$ cat config.mk
export PLATFORM = sky130hd
export DESIGN_NAME = instr_fetch_queue
export DESIGN_NICKNAME = d
export VERILOG_FILES = /design/src/rtl/instr_fetch_queue.sv
export SDC_FILE = /design/constraint.sdc
export NUM_CORES = 1
export LEC_CHECK = 0
export BUFFER_PORTS_ARGS = -buffer_cell sky130_fd_sc_hd__buf_2
export CAP_MARGIN = 15
export CORE_UTILIZATION = 50
export DETAILED_ROUTE_END_ITERATION = 16
export GPL_TIMING_DRIVEN = 0
export PLACE_DENSITY = 0.87
export SETUP_SLACK_MARGIN = 0.2
export SYNTH_ARGS = -nofsm -noshare
export SYNTH_HDL_FRONTEND = slang
export SYNTH_SLANG_ARGS = --single-unit
$ cat constraint.sdc
create_clock -name clk -period 5.06 [get_ports clk]
set_input_delay 0.253 -clock clk [delete_from_list [all_inputs] [get_ports clk]]
set_output_delay 0.253 -clock clk [all_outputs]
set_load 0.03 [all_outputs]
$ cat src/rtl/instr_fetch_queue.sv
// Fetch stage: owns the PC, reads the combinational instruction ROM and buffers
// {pc, instr} pairs in a small FIFO that decode drains over valid/ready.
// Ports:
//   clk, reset (async, active-low)
//   imem_addr/imem_rd        : byte address to / word from the instruction ROM
//   redirect_valid/_pc       : load a new PC and flush the queue
//   out_valid/out_ready      : decode handshake; out_instr/out_pc/out_pcplus4 payload
//   fetch_err                : sticky misaligned-redirect / out-of-range flag
//   occupancy                : number of valid queue entries
module instr_fetch_queue #(
    parameter logic [31:0] RESET_PC   = 32'h0000_0000,
    parameter int unsigned QDEPTH     = 2,
    parameter int unsigned IMEM_WORDS = 64
) (
    input  logic                      clk,
    input  logic                      reset,
    output logic [31:0]               imem_addr,
    input  logic [31:0]               imem_rd,
    input  logic                      redirect_valid,
    input  logic [31:0]               redirect_pc,
    output logic                      out_valid,
    input  logic                      out_ready,
    output logic [31:0]               out_instr,
    output logic [31:0]               out_pc,
    output logic [31:0]               out_pcplus4,
    output logic                      fetch_err,
    output logic [$clog2(QDEPTH):0]   occupancy
);

    localparam int unsigned PTR_W    = $clog2(QDEPTH);
    localparam int unsigned OCC_W    = PTR_W + 1;
    localparam logic [31:0] PC_LIMIT = 32'(4 * IMEM_WORDS);

    typedef struct packed {
        logic [31:0] pc;
        logic [31:0] instr;
    } entry_t;

    entry_t             q [QDEPTH];
    logic [31:0]        pc;
    logic [PTR_W-1:0]   head;
    logic [PTR_W-1:0]   tail;

    logic               pop_c;
    logic               enq_c;
    logic               in_range_c;
    logic               full_c;
    logic [OCC_W-1:0]   occ_next_c;

    // Handshake, enqueue qualification and next occupancy
    always_comb begin
        pop_c      = 1'b0;
        enq_c      = 1'b0;
        in_range_c = 1'b0;
        full_c     = 1'b0;
        occ_next_c = occupancy;

        in_range_c = (pc < PC_LIMIT);
        full_c     = (occupancy == OCC_W'(QDEPTH));
        pop_c      = (occupancy != '0) && out_ready;
        enq_c      = !fetch_err && !redirect_valid && in_range_c && (!full_c || pop_c);

        case ({enq_c, pop_c})
            2'b10:   occ_next_c = occupancy + OCC_W'(1);
            2'b01:   occ_next_c = occupancy - OCC_W'(1);
            default: occ_next_c = occupancy;
        endcase
    end

    // PC, queue storage, pointers and error flag
    always_ff @(posedge clk or negedge reset) begin
        if (!reset) begin
            pc        <= RESET_PC;
            head      <= '0;
            tail      <= '0;
            occupancy <= '0;
            fetch_err <= 1'b0;
            for (int i = 0; i < int'(QDEPTH); i++) begin
                q[i] <= '0;
            end
        end else if (redirect_valid) begin
            // Redirect beats enqueue; any same-cycle pop is simply part of the flush
            pc        <= redirect_pc;
            head      <= '0;
            tail      <= '0;
            occupancy <= '0;
            if (redirect_pc[1:0] != 2'b00) begin
                fetch_err <= 1'b1;
            end
        end else begin
            if (enq_c) begin
                q[tail] <= '{pc: pc, instr: imem_rd};
                tail    <= tail + PTR_W'(1);
                pc      <= pc + 32'd4;
            end
            if (pop_c) begin
                head <= head + PTR_W'(1);
            end
            occupancy <= occ_next_c;
            if (!fetch_err && !in_range_c) begin
                fetch_err <= 1'b1;
            end
        end
    end

    // Outputs come only from registered state; payload is forced to zero when empty
    always_comb begin
        imem_addr   = pc;
        out_valid   = (occupancy != '0);
        out_instr   = 32'd0;
        out_pc      = 32'd0;
        out_pcplus4 = 32'd0;
        if (out_valid) begin
            out_instr   = q[head].instr;
            out_pc      = q[head].pc;
            out_pcplus4 = q[head].pc + 32'd4;
        end
    end

endmodule

==> reports/summary.txt <==
Ant diodes: 0
Netlist Area Pre-Place: 8120 um^2
Highest achievable clock rate: 227 MHz
Pleak: 4.85 nW
Critical Path Source Type: flip-flop
GR Util All Layers: 23.7%
Root buf cell: clkbuf_16
Synthesized area per cell: 11.9 um^2
Final setup viols: 0
Post-CTS Setup Bufs: 0
Clk_skew: 0.00782 ns
Global-route wire length before repair: 30000 um
Placed instance count: 1096
Initial DRC count: 301
TNS Setup: 0 ns
Clock latency on the worst-skew pair: 0.42 ns
Initial antenna violation count: 0
Num rows: 46
Register bit total from synthesis: 165
Clk pin slew, worst setup/hold paths: 0.06 ns
Total gr overflow: 0
Max-slew violations: 0
Initial Utilization: 51.1%
Worst path cell trace: buf_4 > buf_6 > buf_4 > buf_2 > buf_2 > mux2_2 > ha_1 > inv_1 > a211oi_2 > nand3_2 > o41ai_1 > buf_2
Port Buffer Count: 199
Layout cells sized above 1: 40.5%
Fin cells: 1129
Die W: 129 um
Post-DP HPWL: 14000 um
TritonCTS buffer count: 17
Net Count, Synth: 750
Vias in the first global route: 5893
Via-to-Cell Ratio: 5.32
Layout filler cell count: 1278
Leading cell types in the layout, fill and taps excluded: buf_2, dfrtp_1, nor2_1
Die height: 129 um
Total Wirelength: 19500 um
CORE AREA: 15900 um^2
DIE AREA: 16800 um^2
Fin crit period: 4.40 ns
Register area: 4130 um^2
Slowest CP cell: a211oi_2
Synthesis warning total: 0
Async set-reset flop share out of synthesis: 100%
Htree depth: 4
Post-Syn Instances: 680
Synth area leader: dfrtp_1
Worst EP arrival: 4.15 ns
Worst relative slew slack: 47.1%
Largest delay share family, worst path: buffers and inverters
Largest cells by area after synthesis: dfrtp_1, mux2_2, mux2i_1
Buf/Inv on CP: 7
Top-area cell type share of the netlist area: 50.8%
Top_reg_cell synth: dfrtp_1
Seq/Total Area, Yosys: 50.8%
TritonRoute pass-1 iters: 4
IO Count: 200
Largest net degree at the start of global routing: 86
Req. time, crit path: 4.81 ns
Total power: 2.86 mW
Unique cell type count in the Yosys netlist: 53
Routability Congestion: 0.842
Clock tree buffer depth: 2
Area of the multi-input gates: 3720 um^2
Fin crit share: 87.0%
Worst Hold Class: input port to flip-flop
EDFF count, synth: 0
Vias: 6006
Crit-path max FO: 10
Remaining antenna violation count: 0
Maxcap violations: 0
Outcome: finished clean
Most used cell, CP: buf_2
Area grow syn2layout: 23.2%
RSZ-0062 raised after global routing: no
Slew @ Worst Pin: 0.792 ns
DR DRC count: 0
CTS tree: yes
Sink Count: 165
Hold Violations, Final: 0
Largest stage delay, worst path: 0.68 ns
Maximum VDD drop: 0.227 mV
Pwr dens: 286 nW/um^2
Most common cell after layout, fill and taps aside: buf_2
CP Class: flip-flop to output port
CP Capture Type: output port
Nets: 970
DR WL/cell: 17.3 um
metrics by stage:
stage	cell area, um^2	utilization, %	hold slack [ns]	setup slack (ns)
after floorplan	8120	-	-0.0426	1.33
after global placement	9390	59.1	0.465	1.11
after detailed placement	9430	59.3	0.299	1.14
after CTS	10000	63.0	0.0373	0.682
after global routing	10000	63.0	0.0388	0.457
final	10000	63.0	0.0510	0.656
worst register-to-register path: stages (launching register included):
cell and delay (ns):
dfrtp_1 0.40, nor4_2 0.34, nand4_2 0.27, nor3_4 0.49, nand2_4 0.23, buf_2 0.28, mux2_1 0.34
Yosys cell counts (all sizes together) (11+ instances only):
| cell | number |
|---|---|
| nor4 | 12 |
| nor2 | 89 |
| buf | 26 |
| o21ai | 13 |
| clkbuf | 16 |
| xnor2 | 16 |
| mux2i | 61 |
| nand4 | 11 |
| dfrtp | 165 |
| and2 | 52 |
| mux2 | 110 |
| nand2 | 26 |
registers in the layout, indices dropped and copies added, names as in the netlist:
| signal | count |
|---|---|
| q | 128 |
| imem_addr | 32 |
| occupancy | 2 |
| fetch_err | 1 |
| head | 1 |
| tail | 1 |
area by class of cell:
cell class	count	area share [%]
inverters	4	0.150
plain buffers	42	2.59
flip-flops and latches	165	41.3
multi-input cells	469	37.2
clock inverters	8	1.00
clock buffers	24	4.71
repair buffers	201	10.4
well taps	216	2.70
final timing paths:
kind	endpoint	cells past startpoint	slack (ns)	from
hold reg to reg	q[59]	1	0.48	q[59]
setup / recovery	out_pcplus4[30]	12	0.66	head
max in group asynchronous	q[75]	3	3.83	reset
min in group asynchronous	q[50]	2	0.41	reset
setup reg to reg	q[95]	6	2.59	imem_addr[29]
hold / removal	imem_addr[2]	3	0.05	redirect_pc[2]
cell families (layout without fill, tap and decap cells):
| group | after synthesis | in the layout | share of synthesized area (%) |
|---|---|---|---|
| simple gates | 231 | 231 | 15.1 |
| mux | 171 | 171 | 24.4 |
| flops | 165 | 165 | 50.8 |
| buf+inv | 46 | 279 | 3.37 |
| compound gates | 45 | 45 | 3.81 |
| xor+xnor | 20 | 20 | 2.16 |
| fa+ha+maj | 2 | 2 | 0.308 |
power by group:
group,internal [mW],total (mW),switching [mW]
registers,1.36,1.39,0.0359
logic,0.0808,0.205,0.124
clock network,0.751,1.26,0.511
total,2.19,2.86,0.671
per-layer routing:
metal | up-vias | track usage (%) | share of wire, %
li1 | 2804 | - | -
met1 | 2979 | 30.4 | 45
met2 | 202 | 38.7 | 48
met4 | 0 | 8.62 | 1.6
met3 | 21 | 6.48 | 5.6
met5 | - | 0 | 0
what timing repair did:
item                                   4_1_cts  5_1_grt
hold buffers                                 1        0
gates resized for setup                      0        0
endpoints found under the hold margin       84        0
Note: power is estimated with default switching activity, not from simulation.
